==> src/rtl/op_imm_sequencer_pkg.sv <==
// Shared CPU constants for the OP-IMM microsequencer and its decoder minterms.
package op_imm_sequencer_pkg;

    localparam int IR_W  = 32;
    localparam int CNT_W = 32;

    // Microstate encoding seen by every decoder minterm; IDLE selects no minterm.
    typedef enum logic [2:0] {
        S0   = 3'd0,
        S1   = 3'd1,
        S2   = 3'd2,
        IDLE = 3'd3
    } mstate_e;

    // A returned next state is malformed if it is out of range (4..7) or does
    // not move strictly forward through the microsequence.
    function automatic logic nstate_fault(logic [2:0] ns, mstate_e cur);
        return ns[2] || (ns <= cur);
    endfunction

endpackage

==> src/rtl/op_imm_sequencer_if.sv <==
// Fetch / decoder / datapath signals of the OP-IMM microsequencer.
interface op_imm_sequencer_if;
    import op_imm_sequencer_pkg::*;

    logic             ir_valid_i;
    logic [IR_W-1:0]  ir_i;
    logic             ir_ready_o;
    logic [2:0]       cstate_o;
    logic [IR_W-1:0]  ir_o;
    logic [2:0]       nstate_i;
    logic             defined_i;
    logic             stall_i;
    logic             flush_i;
    logic             done_o;
    logic             trap_o;
    logic [CNT_W-1:0] retire_count_o;

    // Sequencer side.
    modport slave (
        input  ir_valid_i, ir_i, nstate_i, defined_i, stall_i, flush_i,
        output ir_ready_o, cstate_o, ir_o, done_o, trap_o, retire_count_o
    );

    // Surrounding CPU side (fetch, decoders, datapath).
    modport master (
        output ir_valid_i, ir_i, nstate_i, defined_i, stall_i, flush_i,
        input  ir_ready_o, cstate_o, ir_o, done_o, trap_o, retire_count_o
    );

endinterface

==> src/rtl/op_imm_sequencer.sv <==
// OP-IMM microsequencer: holds the accepted instruction, walks S0->S1->S2
// under decoder control, retires or traps, and counts retired instructions.
module op_imm_sequencer
    import op_imm_sequencer_pkg::*;
(
    input  logic               clk_i,
    input  logic               reset_i,
    op_imm_sequencer_if.slave  bus
);

    mstate_e          cstate_q, cstate_d;
    logic [IR_W-1:0]  ir_q, ir_d;
    logic             done_q, done_d;
    logic             trap_q, trap_d;
    logic [CNT_W-1:0] cnt_q, cnt_d;
    logic             ready;

    // Acceptance is only possible from IDLE and is blocked by flush or reset.
    assign ready = (cstate_q == IDLE) & ~bus.flush_i & ~reset_i;

    assign bus.ir_ready_o     = ready;
    assign bus.cstate_o       = cstate_q;
    assign bus.ir_o           = ir_q;
    assign bus.done_o         = done_q;
    assign bus.trap_o         = trap_q;
    assign bus.retire_count_o = cnt_q;

    // Next-state logic: flush beats everything, then acceptance, stall, sequencing.
    always_comb begin
        cstate_d = cstate_q;
        ir_d     = ir_q;
        done_d   = 1'b0;
        trap_d   = 1'b0;
        cnt_d    = cnt_q;

        if (bus.flush_i) begin
            cstate_d = IDLE;
        end else if (cstate_q == IDLE) begin
            if (bus.ir_valid_i && ready) begin
                ir_d     = bus.ir_i;
                cstate_d = S0;
            end
        end else if (!bus.stall_i) begin
            if ((cstate_q == S0) && !bus.defined_i) begin
                cstate_d = IDLE;
                trap_d   = 1'b1;
            end else if (nstate_fault(bus.nstate_i, cstate_q)) begin
                cstate_d = IDLE;
                trap_d   = 1'b1;
            end else if (bus.nstate_i == IDLE) begin
                // Retire: done is visible in the IDLE cycle together with the new count.
                cstate_d = IDLE;
                done_d   = 1'b1;
                cnt_d    = cnt_q + CNT_W'(1);
            end else begin
                cstate_d = mstate_e'(bus.nstate_i);
            end
        end
    end

    // State registers; reset clears everything immediately, abandoning any instruction.
    always_ff @(posedge clk_i or posedge reset_i) begin
        if (reset_i) begin
            cstate_q <= IDLE;
            ir_q     <= '0;
            done_q   <= 1'b0;
            trap_q   <= 1'b0;
            cnt_q    <= '0;
        end else begin
            cstate_q <= cstate_d;
            ir_q     <= ir_d;
            done_q   <= done_d;
            trap_q   <= trap_d;
            cnt_q    <= cnt_d;
        end
    end

endmodule

==> src/flat_wrapper.sv <==
// flat-port wrapper written by rule: the top's interface ports become plain ports
module op_imm_sequencer_flat import op_imm_sequencer_pkg::*;
  (clk_i, reset_i, bus_ir_valid_i, bus_ir_i, bus_nstate_i, bus_defined_i, bus_stall_i, bus_flush_i, bus_ir_ready_o, bus_cstate_o, bus_ir_o, bus_done_o, bus_trap_o, bus_retire_count_o);
  op_imm_sequencer_if bus_i ();
  input  logic clk_i;
  input  logic reset_i;
  input wire logic [$bits(bus_i.ir_valid_i)-1:0] bus_ir_valid_i;
  input wire logic [$bits(bus_i.ir_i)-1:0] bus_ir_i;
  input wire logic [$bits(bus_i.nstate_i)-1:0] bus_nstate_i;
  input wire logic [$bits(bus_i.defined_i)-1:0] bus_defined_i;
  input wire logic [$bits(bus_i.stall_i)-1:0] bus_stall_i;
  input wire logic [$bits(bus_i.flush_i)-1:0] bus_flush_i;
  output wire logic [$bits(bus_i.ir_ready_o)-1:0] bus_ir_ready_o;
  output wire logic [$bits(bus_i.cstate_o)-1:0] bus_cstate_o;
  output wire logic [$bits(bus_i.ir_o)-1:0] bus_ir_o;
  output wire logic [$bits(bus_i.done_o)-1:0] bus_done_o;
  output wire logic [$bits(bus_i.trap_o)-1:0] bus_trap_o;
  output wire logic [$bits(bus_i.retire_count_o)-1:0] bus_retire_count_o;
  assign bus_i.ir_valid_i = bus_ir_valid_i;
  assign bus_i.ir_i = bus_ir_i;
  assign bus_i.nstate_i = bus_nstate_i;
  assign bus_i.defined_i = bus_defined_i;
  assign bus_i.stall_i = bus_stall_i;
  assign bus_i.flush_i = bus_flush_i;
  assign bus_ir_ready_o = bus_i.ir_ready_o;
  assign bus_cstate_o = bus_i.cstate_o;
  assign bus_ir_o = bus_i.ir_o;
  assign bus_done_o = bus_i.done_o;
  assign bus_trap_o = bus_i.trap_o;
  assign bus_retire_count_o = bus_i.retire_count_o;
  op_imm_sequencer u_core (.clk_i(clk_i), .reset_i(reset_i), .bus(bus_i));
endmodule
==> config.mk <==
export PLATFORM = sky130hd
export DESIGN_NAME = op_imm_sequencer_flat
export DESIGN_NICKNAME = d
export VERILOG_FILES = /design/src/rtl/op_imm_sequencer_pkg.sv /design/src/rtl/op_imm_sequencer_if.sv /design/src/rtl/op_imm_sequencer.sv /design/src/flat_wrapper.sv
export SDC_FILE = /design/constraint.sdc
export NUM_CORES = 1
export LEC_CHECK = 0
export ABC_AREA = 1
export BUFFER_PORTS_ARGS = -buffer_cell sky130_fd_sc_hd__buf_2
export CAP_MARGIN = 20
export CORE_UTILIZATION = 34
export DETAILED_ROUTE_END_ITERATION = 10
export GPL_ROUTABILITY_DRIVEN = 0
export MAX_ROUTING_LAYER = met4
export PLACE_DENSITY = 0.59
export SLEW_MARGIN = 20
export SYNTH_ARGS = -nofsm -noshare
export SYNTH_HDL_FRONTEND = slang
export SYNTH_SLANG_ARGS = --single-unit
export TNS_END_PERCENT = 30
==> constraint.sdc <==
create_clock -name clk_i -period 2.7 [get_ports clk_i]
set_clock_uncertainty 0.05 [all_clocks]
set_input_delay 0.54 -clock clk_i [delete_from_list [all_inputs] [get_ports clk_i]]
set_output_delay 0.54 -clock clk_i [all_outputs]
set_load 0.005 [all_outputs]
==> qor.txt, run 1 <==
OUTCOME
------------------------------------------------------------------------------------------------------
Result of the run                                                                         finished clean

SETUP PATH
------------------------------------------------------------------------------------------------------
Reg-to-reg setup timing slack                                                                  0.46 ns
Critical path peak fanout                                                                           21
Chain of cells forming the critical path                                                  nand3_2 -> nor3_4 -> buf_4 -> buf_2
Cell depth of the worst flop-to-flop path                                                           11
Peak per-stage delay on the critical path                                                      0.59 ns
Capturing point of the worst reg2reg path                                                 u_core.bus.retire_count_o[20]
Setup Crit Path Kind                                                                        reg -> out
Capturing element type of the critical path                                                output port
Worst reg2reg path startpoint                                                             u_core.bus.cstate_o[1]
Setup crit start kind                                                                        flip-flop
Required time of the critical path                                                             2.11 ns
Slowest CP cell                                                                                dfstp_2
Dominant delay contributor by cell family on the critical path                              flip-flops
Arrival time reported for the critical path endpoint                                           1.79 ns
Crit path buffers/inverters                                                                          2

YOSYS
------------------------------------------------------------------------------------------------------
Share of the yosys chip area belonging to registers                                              46.5%
Async S/R FF share, synth                                                                         100%
Number of warnings reported in the yosys synthesis log                                               0
Number of synthesized flops with an enable pin                                                       0
Largest area contributor in the netlist                                                        dfrtp_1
Synthesized instance count                                                                         499
Most used standard cell by instance count after synthesis                                      nand2_1
Largest cells by area after synthesis                                                     dfrtp_1 (45%), nand2_1 (24%), nand3_1 (6.3%), nor2_1 (5.2%), inv_1 (2.4%)
Synth top cells by count                                                                  nand2_1 (234), dfrtp_1 (67), nor2_1 (52), nand3_1 (47), inv_1 (24)
Post-synth top area share                                                                        45.1%
Main synth FF type                                                                             dfrtp_1
Synthesis-stage register bit count                                                                  69
Area of the mapped netlist                                                                    3720 µm²
Number of distinct standard cells referenced by the synthesized netlist                             29
Net count after synthesis                                                                          544
Per-instance average area after synthesis                                                     7.45 µm²

CLOCKING
------------------------------------------------------------------------------------------------------
Cells resized by post-CTS repair                                                                     0
Clock transition at the register clock pins on the worst setup and hold paths after CTS        0.08 ns
Setup Buffers After CTS                                                                              0
Clock tree from TritonCTS                                                                        built
H-tree depth                                                                                         3
Number of clock buffers inserted by TritonCTS                                                        9
Number of sinks handled by clock tree synthesis                                                     69
Total of hold buffers inserted after clock tree synthesis                                            0
Number of buffers on the longest clock path                                                          2
Library cell used as clock root buffer                                                        clkbuf_8
Skew-Pair Late Insertion Delay                                                                 0.36 ns

STA
------------------------------------------------------------------------------------------------------
Fmax                                                                                           420 MHz
Count of endpoints failing setup in the final report                                                 0
Final max-slew violation count                                                                       0
Final Critical Period                                                                          2.38 ns
Worst rel slew slack                                                                             65.6%
Total negative slack for setup checks                                                             0 ns
Final number of hold-violating endpoints                                                             0
Final cycle utilization of the critical path                                                     88.2%
Worst Tran Pin Value                                                                          0.516 ns
Setup repair after global routing missed its margin                                                 no

POWER
------------------------------------------------------------------------------------------------------
Combinational share of power                                                                     24.8%
Sequential Power Share                                                                           44.5%
Share of power burned in the clock network                                                       30.7%
Power density over the cells                                                                721 nW/µm²
Int Power                                                                                      2.30 mW
Static power due to leakage                                                                    2.45 nW
Sw frac                                                                                          31.4%
Power consumption                                                                              3.35 mW
Maximum vdd drop                                                                              0.548 mV
Net Switching                                                                                  1.05 mW

ROUTING
------------------------------------------------------------------------------------------------------
Total iterations of the first detailed-routing run                                                   5
Routed WL per cell                                                                             12.6 µm
DRT iter0 DRCs                                                                                     189
Antenna violation net count after detailed routing                                                   0
Average vias per placed instance                                                                  4.73
DRC violation count after routing                                                                    0
Final wirelength                                                                               9480 µm
Total via count in the routed design                                                             3,555

GRT
------------------------------------------------------------------------------------------------------
Gr usage total                                                                                   18.5%
Global-route wire length before repair                                                       16,000 µm
Maximum number of pins on one net before global-route repair                                        42
Aggregate global routing overflow                                                                    0
Number of antenna violations at the first check in global routing                                    0
Vias in the first global route                                                                   3,430

PLACE
------------------------------------------------------------------------------------------------------
Count of port buffers added during placement                                                       110
Placed instance count                                                                              737
HPWL after detailed placement                                                                  7150 µm

FLOORPLAN
------------------------------------------------------------------------------------------------------
Starting density of the core                                                                     35.6%
DIE AREA                                                                                    11,400 µm²
Number of standard-cell rows in the floorplan                                                       37
Die W                                                                                           107 µm
Core outline area                                                                           10,500 µm²
Top-level port count                                                                               111
Chip height                                                                                     107 µm

FINAL LAYOUT
------------------------------------------------------------------------------------------------------
Fraction of layout instances using a drive strength above 1                                      25.0%
Post-layout net count                                                                              657
Non-filler cells, final                                                                            752
Number of diodes                                                                                     0
Growth of design area from synthesis to finish                                                   24.9%

RUN
------------------------------------------------------------------------------------------------------
Reported max-cap violation count                                                                     0

HOLD PATH
------------------------------------------------------------------------------------------------------
Class of the tightest hold or removal check                                                in -> async

-- cell families after synthesis --
family / synth area share (%)
XOR/XNOR: 2.79
flip-flops: 46.5
adder cells (fa/ha/maj): 1.35
AND/OR/NAND/NOR: 42.2
AO/OA/AOI/OAI: 1.92
buffers and inverters: 5.28
-- final cells by class --
cell class	count	area, µm²
timing repair buffer	117	616
inverter	27	101
multi-input combinational	388	1790
sequential	69	1730
fill	1098	5820
clock buffer	9	124
clock inverter	6	111
tap	136	170
-- power groups by stage --
stage	Clock, mW	Sequential (mW)	Combinational (mW)
final	1.03	1.49	0.830
after global routing	1.10	1.53	0.954
after CTS	1.06	1.49	0.849
after detailed placement	0	1.50	0.853
after global placement	0	1.50	0.822
after floorplan	0	1.52	0.406
-- metal layers --
metal	vias up	part of all wire (%)	GRT usage, %
li1	1779	-	-
met1	1633	44	22.0
met2	120	46	29.1
met3	23	7.8	6.44
met4	0	2.2	6.75
met5	-	0	-
-- per-stage QoR --
| stage | utilization (%) | worst slack [ns] | instance area [µm²] | hold WS (ns) |
|---|---|---|---|---|
| floorplan | - | 0.373 | 3720 | 0.415 |
| global placement | 42.2 | 0.458 | 4410 | 0.398 |
| detailed placement | 42.2 | 0.393 | 4410 | 0.405 |
| CTS | 44.4 | 0.263 | 4650 | 0.226 |
| global route | 44.4 | 0.166 | 4650 | 0.243 |
| finish | 44.4 | 0.320 | 4650 | 0.227 |
-- how the worst max path moves through the flow --
| stage | slack [ns] | to | startpoint | cells past startpoint |
|---|---|---|---|---|
| after global placement | 0.46 | u_core.bus.retire_count_o[20] | bus_nstate_i[0] | 12 |
| after floorplan | 0.37 | u_core.bus.cstate_o[2] | reset_i | 1 |
| final | 0.32 | bus_ir_ready_o | u_core.bus.cstate_o[0] | 4 |
| after global routing | 0.17 | bus_ir_ready_o | u_core.bus.cstate_o[0] | 4 |
| after CTS | 0.26 | bus_ir_ready_o | u_core.bus.cstate_o[0] | 4 |
| after detailed placement | 0.39 | u_core.bus.retire_count_o[20] | bus_nstate_i[2] | 11 |
-- state kept, by name, indices dropped and copies added (netlist names) --
signal	flops
u_core.bus.cstate_o	3
u_core.bus.done_o	1
u_core.bus.ir_o	32
u_core.bus.retire_count_o	32
u_core.bus.trap_o	1
-- worst register-to-register path: cells and delay by family (launching register included) --
family / cells / cell delay [ns]
and+or+nand+nor: 8 / 0.95
DFF: 1 / 0.57
adders and majority gates: 1 / 0.30
buffers and inverters: 2 / 0.26
-- placed cells by master (no fill, tap or decap) --
| cell | n |
|---|---|
| clkinvlp_4 | 1 |
| bufinv_16 | 3 |
| o21ai_4 | 1 |
| ha_1 | 4 |
| xor2_1 | 5 |
| inv_6 | 1 |
| nor3_1 | 3 |
| nand2_2 | 3 |
| o21ai_0 | 1 |
| dfrtp_1 | 67 |
| a21oi_1 | 5 |
| buf_12 | 1 |
| inv_1 | 23 |
| nand3_1 | 47 |
| nor3_4 | 1 |
| inv_2 | 4 |
| nor2_8 | 2 |
| nand4_4 | 1 |
| xnor2_1 | 5 |
| nor2_4 | 2 |
| clkbuf_8 | 9 |
| nor3_2 | 1 |
| dfstp_2 | 2 |
| nand3b_1 | 11 |
| o21ai_1 | 5 |
| nor2_2 | 2 |
| buf_4 | 6 |
| nand2_4 | 1 |
| nand3_2 | 1 |
| nor2_1 | 52 |
| clkinv_2 | 1 |
| xor2_2 | 1 |
| nand2_1 | 234 |
| buf_2 | 110 |
No activity file was read; power rests on OpenSTA's default activity.
==> run 2, diff against run 1 <==
Settings changed: ABC_AREA 1 to unset, PLACE_DENSITY 0.59 to 0.61.
==> qor.txt, run 2 <==
YOSYS
------------------------------------------------------------------------------------------------------
Share of the yosys chip area belonging to registers                                              56.9%
Largest family of logic cells by synthesized area                                         simple AND/OR/NAND/NOR gates
Synthesis-stage register bit count                                                                  69
Number of synthesized flops with an enable pin                                                       0
Main synth FF type                                                                             dfrtp_1
Area of the mapped netlist                                                                    3040 µm²
Most used standard cell by instance count after synthesis                                      dfrtp_1
Share of synthesized cell area in full adder, half adder and majority cells                      1.65%
Synth Area in Simple Gates                                                                       16.7%
Synth top cells by count                                                                  dfrtp_1 (67), mux2_2 (32), xnor2_1 (19), nor2_1 (15)
Post-synthesis compound-gate area fraction                                                       2.06%
Net count after synthesis                                                                          280
Async S/R FF share, synth                                                                         100%
Largest cells by area after synthesis                                                     dfrtp_1 (55%), mux2_2 (12%), xnor2_1 (5.5%), xor2_1 (3.5%), nand4_1 (2.3%)
Per-instance average area after synthesis                                                     12.9 µm²
Post-synthesis mux area share                                                                    11.9%
Largest area contributor in the netlist                                                        dfrtp_1
Number of warnings reported in the yosys synthesis log                                               0
Synthesized instance count                                                                         235
Xor/xnor share of the synthesized area                                                           8.93%
Number of distinct standard cells referenced by the synthesized netlist                             33
Post-synth top area share                                                                        55.1%

GRT
------------------------------------------------------------------------------------------------------
Maximum number of pins on one net before global-route repair                                        39
Vias in the first global route                                                                   2,103
Gr usage total                                                                                   14.9%
Global-route wire length before repair                                                       10,100 µm
Aggregate global routing overflow                                                                    0
Number of antenna violations at the first check in global routing                                    0

STA
------------------------------------------------------------------------------------------------------
Worst Tran Pin Value                                                                          0.727 ns
Final critical-path setup slack                                                               0.415 ns
Setup repair after global routing missed its margin                                                 no
Worst rel slew slack                                                                             51.4%
Final max-slew violation count                                                                       0
Final cycle utilization of the critical path                                                     84.6%
Total negative slack for setup checks                                                             0 ns
Count of endpoints failing setup in the final report                                                 0
Final number of hold-violating endpoints                                                             0
Final Critical Period                                                                          2.29 ns
Fmax                                                                                           438 MHz

SETUP PATH
------------------------------------------------------------------------------------------------------
Arrival time reported for the critical path endpoint                                           2.45 ns
Required time of the critical path                                                             2.87 ns
Setup Crit Path Kind                                                                        reg -> reg
Capturing element type of the critical path                                                  flip-flop
Critical path peak fanout                                                                           15
Setup crit start kind                                                                        flip-flop

PLACE
------------------------------------------------------------------------------------------------------
HPWL after detailed placement                                                                  4820 µm
Placement Cell Area                                                                           3720 µm²
Count of port buffers added during placement                                                       110
Setup slack after placement                                                                   0.317 ns

FLOORPLAN
------------------------------------------------------------------------------------------------------
Core outline area                                                                             8680 µm²
Number of standard-cell rows in the floorplan                                                       34
Die W                                                                                          96.6 µm
Top-level port count                                                                               111
Starting density of the core                                                                     35.0%
DIE AREA                                                                                      9320 µm²
Chip height                                                                                    96.6 µm

RUN
------------------------------------------------------------------------------------------------------
Reported max-cap violation count                                                                     0

CLOCKING
------------------------------------------------------------------------------------------------------
Clock transition at the register clock pins on the worst setup and hold paths after CTS        0.07 ns
Number of sinks handled by clock tree synthesis                                                     69
H-tree depth                                                                                         3
Number of buffers on the longest clock path                                                          2
Clock tree from TritonCTS                                                                        built
Total of hold buffers inserted after clock tree synthesis                                            0
Library cell used as clock root buffer                                                        clkbuf_8
Skew-Pair Late Insertion Delay                                                                 0.34 ns
Setup Buffers After CTS                                                                              0
Cells resized by post-CTS repair                                                                     0
Number of clock buffers inserted by TritonCTS                                                        9

HOLD PATH
------------------------------------------------------------------------------------------------------
Class of the tightest hold or removal check                                                in -> async

POWER
------------------------------------------------------------------------------------------------------
Combinational share of power                                                                     16.0%
Maximum vdd drop                                                                              0.269 mV
Sw frac                                                                                          24.7%
Sequential Power Share                                                                           52.7%
Share of power burned in the clock network                                                       31.3%
Power density over the cells                                                                603 nW/µm²
Static power due to leakage                                                                    2.01 nW
Net Switching                                                                                   579 µW
Int Power                                                                                      1.76 mW

FINAL LAYOUT
------------------------------------------------------------------------------------------------------
Most frequent standard cell in the layout excluding fill and tap cells                           buf_2
Growth of design area from synthesis to finish                                                   27.9%
Leading cell types in the layout, fill and taps excluded                                  buf_2 (110), dfrtp_1 (67), mux2_2 (32)
Fraction of layout instances using a drive strength above 1                                      49.7%
Post-layout net count                                                                              400
Number of diodes                                                                                     0
Final Cell Area                                                                               3890 µm²

OUTCOME
------------------------------------------------------------------------------------------------------
Result of the run                                                                         finished clean

ROUTING
------------------------------------------------------------------------------------------------------
Final wirelength                                                                               6400 µm
DRT iter0 DRCs                                                                                      50
DRC violation count after routing                                                                    0
Total iterations of the first detailed-routing run                                                   4
Average vias per placed instance                                                                  4.76
Antenna violation net count after detailed routing                                                   0
Total via count in the routed design                                                             2,220
Routed WL per cell                                                                             13.7 µm

## run 2: cell type report
type / instances / area, µm²
tap: 108 / 135
multi-input combinational: 153 / 1250
timing repair buffer: 113 / 573
clock inverter: 2 / 10.0
clock buffer: 12 / 155
sequential: 69 / 1730
inverter: 9 / 33.8
fill: 866 / 4790
## run 2: path summary, 6_finish.rpt
| kind | cells past startpoint | startpoint | slack (ns) | to |
|---|---|---|---|---|
| setup / recovery | 7 | u_core.bus.cstate_o[1] | 0.41 | u_core.bus.retire_count_o[27] |
| hold / removal | 2 | reset_i | 0.06 | u_core.bus.ir_o[6] |
| setup reg to reg | 7 | u_core.bus.cstate_o[1] | 0.41 | u_core.bus.retire_count_o[27] |
| hold reg to reg | 1 | u_core.bus.retire_count_o[31] | 0.42 | u_core.bus.retire_count_o[31] |
| max in group asynchronous | 3 | reset_i | 1.81 | u_core.bus.cstate_o[1] |
| min in group clk_i | 2 | bus_ir_i[4] | 0.38 | u_core.bus.ir_o[4] |
## run 2: critical path: stages (launching register included)
cell	delay, ns
dfstp_2	0.57
inv_1	0.05
ha_1	0.33
a311oi_4	0.38
nand3_2	0.21
inv_2	0.26
nand4_1	0.15
xnor2_1	0.17
## run 2: per-layer routing
| metal | wire length (µm) | track usage, % |
|---|---|---|
| met5 | 0 | - |
| met3 | 379 | 3.52 |
| met1 | 2920 | 19.2 |
| met4 | 95 | 6.62 |
| met2 | 3000 | 22.2 |
## run 2: through the flow
step                utilization (%)  instances  power (mW)  hold slack, ns
floorplan                         -        235        1.44           0.418
global placement               42.9        452        1.63           0.413
detailed placement             42.9        452        1.64           0.420
CTS                            44.8        466        2.39          0.0509
global route                   44.8        466        2.48          0.0636
finish                         44.8        466        2.34          0.0563
## run 2: kinds of logic after synthesis
family,Yosys count
compound gates,5
xor+xnor,31
fa+ha+maj,4
buf+inv,13
flops,69
mux,32
simple gates,81
## run 2: power groups by stage
stage / sequential, mW / clock [mW] / combinational [mW]
2_1_floorplan: 1.27 / 0 / 0.171
3_3_place_gp: 1.25 / 0 / 0.381
3_5_place_dp: 1.26 / 0 / 0.386
4_1_cts: 1.24 / 0.762 / 0.386
5_1_grt: 1.26 / 0.806 / 0.422
6_report: 1.24 / 0.733 / 0.375
==> run 3, diff against run 2 <==
Settings changed: PLACE_DENSITY 0.61 to 0.63.
Clock period 2.7 ns to 1.8 ns, I/O delays scaled along.
==> qor.txt, run 3 (synthesis results as in run 2) <==
OUTCOME
------------------------------------------------------------------------------------------------------
Result of the run                                                                         finished with violations
Failing checks                                                                            design-rule violations, negative setup slack

HOLD PATH
------------------------------------------------------------------------------------------------------
Class of the tightest hold or removal check                                                in -> async

POWER
------------------------------------------------------------------------------------------------------
Int Power                                                                                      2.92 mW
Net Switching                                                                                   973 µW
Combinational share of power                                                                     16.5%
Sw frac                                                                                          25.0%
Static power due to leakage                                                                    2.28 nW
Share of power burned in the clock network                                                       36.2%
Sequential Power Share                                                                           47.3%
Maximum vdd drop                                                                              0.344 mV
Power consumption                                                                              3.89 mW
Power density over the cells                                                                877 nW/µm²

SETUP PATH
------------------------------------------------------------------------------------------------------
Required time of the critical path                                                             2.02 ns
Chain of cells forming the critical path                                                  inv_2 -> ha_4 -> a311oi_4 -> buf_6 -> nand4_1 -> buf_6 -> buf_4 -> nor2_4 -> xor2_1
Cell depth of the worst flop-to-flop path                                                            9
Reg-to-reg setup timing slack                                                                 -0.18 ns
Timing startpoint of the critical path                                                    u_core.bus.cstate_o[1]
Worst reg2reg path startpoint                                                             u_core.bus.cstate_o[1]
Slowest CP cell                                                                                dfstp_2
Most prevalent standard cell on the critical path                                                buf_6
Timing endpoint of the critical path                                                      u_core.bus.retire_count_o[10]
Peak per-stage delay on the critical path                                                      0.54 ns
Capturing element type of the critical path                                                  flip-flop
Setup crit start kind                                                                        flip-flop
Setup Crit Path Kind                                                                        reg -> reg
Arrival time reported for the critical path endpoint                                           2.20 ns
Critical path peak fanout                                                                            5
Capturing point of the worst reg2reg path                                                 u_core.bus.retire_count_o[10]

ROUTING
------------------------------------------------------------------------------------------------------
Antenna violation net count after detailed routing                                                   0
DRT iter0 DRCs                                                                                      66
Met2 Routed Length                                                                             3410 µm
Final wirelength                                                                               7050 µm
Top routing layer in use                                                                          met4
DRC violation count after routing                                                                    1
Total via count in the routed design                                                             2,350
Routed WL per cell                                                                             14.0 µm
Total iterations of the first detailed-routing run                                                   7
Post-route met1 wirelength                                                                     3130 µm
Average vias per placed instance                                                                  4.65
Total met3 wirelength after detailed routing                                                    407 µm

FLOORPLAN
------------------------------------------------------------------------------------------------------
Top-level port count                                                                               111
Number of standard-cell rows in the floorplan                                                       34
Die W                                                                                          96.6 µm
Starting density of the core                                                                     35.0%
Core outline area                                                                             8680 µm²
Chip height                                                                                    96.6 µm
DIE AREA                                                                                      9320 µm²

GRT
------------------------------------------------------------------------------------------------------
Maximum number of pins on one net before global-route repair                                        45
Gr usage total                                                                                   16.4%
Global-route wire length before repair                                                       11,100 µm
Aggregate global routing overflow                                                                    0
Vias in the first global route                                                                   2,317
Number of antenna violations at the first check in global routing                                    0

CLOCKING
------------------------------------------------------------------------------------------------------
Total of hold buffers inserted after clock tree synthesis                                            0
H-tree depth                                                                                         3
Skew-Pair Late Insertion Delay                                                                 0.34 ns
Clock transition at the register clock pins on the worst setup and hold paths after CTS        0.08 ns
Number of sinks handled by clock tree synthesis                                                     69
Library cell used as clock root buffer                                                        clkbuf_8
Number of clock buffers inserted by TritonCTS                                                        9
Clock tree from TritonCTS                                                                        built
Number of buffers on the longest clock path                                                          2

STA
------------------------------------------------------------------------------------------------------
Final cycle utilization of the critical path                                                      110%
Final max-slew violation count                                                                       0
Count of endpoints failing setup in the final report                                                35
Fmax                                                                                           504 MHz
Worst rel slew slack                                                                             64.1%
Setup repair after global routing missed its margin                                                yes
Final critical-path setup slack                                                              -0.182 ns
Final number of hold-violating endpoints                                                             0
Worst Tran Pin Value                                                                          0.534 ns
Final Critical Period                                                                          1.98 ns
Total negative slack for setup checks                                                         -3.69 ns
Worst hold margin                                                                            0.0393 ns

FINAL LAYOUT
------------------------------------------------------------------------------------------------------
Count of filler cells inserted in the layout                                                       823
Leading cell types in the layout, fill and taps excluded                                  buf_2 (110), dfrtp_1 (67), mux2_2 (32), buf_4 (32), xnor2_1 (16)
Growth of design area from synthesis to finish                                                   46.0%
Fraction of layout instances using a drive strength above 1                                      59.4%
Number of diodes                                                                                     0
Non-filler cells, final                                                                            505
Post-layout net count                                                                              437
Most frequent standard cell in the layout excluding fill and tap cells                           buf_2

RUN
------------------------------------------------------------------------------------------------------
Reported max-cap violation count                                                                     0

PLACE
------------------------------------------------------------------------------------------------------
Setup slack after placement                                                                  -0.379 ns
Placed instance count                                                                              482
Count of port buffers added during placement                                                       110
HPWL after detailed placement                                                                  5100 µm

run 3: cell count changes in the layout (fill, tap and decap cells not counted), sizes merged:
cell      delta
buf         +36
bufinv       +2
clkbuf       -3
clkinvlp     +3
inv          +1
run 3: what timing repair did:
item                       4_1_cts  5_1_grt
setup endpoints to repair       50       66
setup buffers                    2        4
pin swaps                       19        8
cloned                           1        0
gates resized for setup         20       13
run 3: power groups by stage:
stage	registers (mW)	logic [mW]	clock network, mW
detailed placement	1.87	0.628	0
CTS	1.84	0.644	1.46
floorplan	1.90	0.257	0
finish	1.84	0.643	1.41
global placement	1.86	0.614	0
global route	1.87	0.723	1.52
run 3: routing by layer:
layer	GRT usage [%]	vias up
met5	-	-
met4	6.25	0
met3	4.15	11
met2	25.6	80
met1	20.6	1113
li1	-	1146
run 3: worst min path at each step:
stage | from | endpoint | slack [ns] | cells after the start
final | reset_i | u_core.bus.ir_o[12] | 0.04 | 3
after global routing | reset_i | u_core.bus.retire_count_o[20] | 0.06 | 3
after CTS | reset_i | u_core.bus.retire_count_o[23] | 0.04 | 3
after detailed placement | reset_i | u_core.bus.cstate_o[2] | 0.41 | 3
after global placement | reset_i | u_core.bus.trap_o | 0.40 | 3
after floorplan | u_core.bus.retire_count_o[31] | u_core.bus.retire_count_o[31] | 0.42 | 1
run 3: area by class of cell:
cell class                      count  area (µm²)  area share [%]
Clock buffer                        9         124            2.79
Clock inverter                      7        97.6            2.20
Inverter                            9        42.5           0.959
Multi-Input combinational cell    153        1400            31.5
Sequential cell                    69        1730            39.0
Tap cell                          108         135            3.04
Timing Repair Buffer              149         905            20.4
Timing Repair inverter              1        8.76           0.197
run 3: worst max-delay path: cells and delay by family (launching register included):
family / cells / cell delay (ns)
flip-flops: 1 / 0.54
buffers and inverters: 4 / 0.50
AO/OA/AOI/OAI: 1 / 0.29
adder cells (fa/ha/maj): 1 / 0.22
AND/OR/NAND/NOR: 2 / 0.18
XOR/XNOR: 1 / 0.14
run 3: stage by stage:
step           instance area [µm²]  utilization, %
3_3_place_gp                  3980            45.8
5_1_grt                       4440            51.1
3_5_place_dp                  3980            45.8
2_1_floorplan                 3040               -
6_report                      4440            51.1
4_1_cts                       4310            49.7
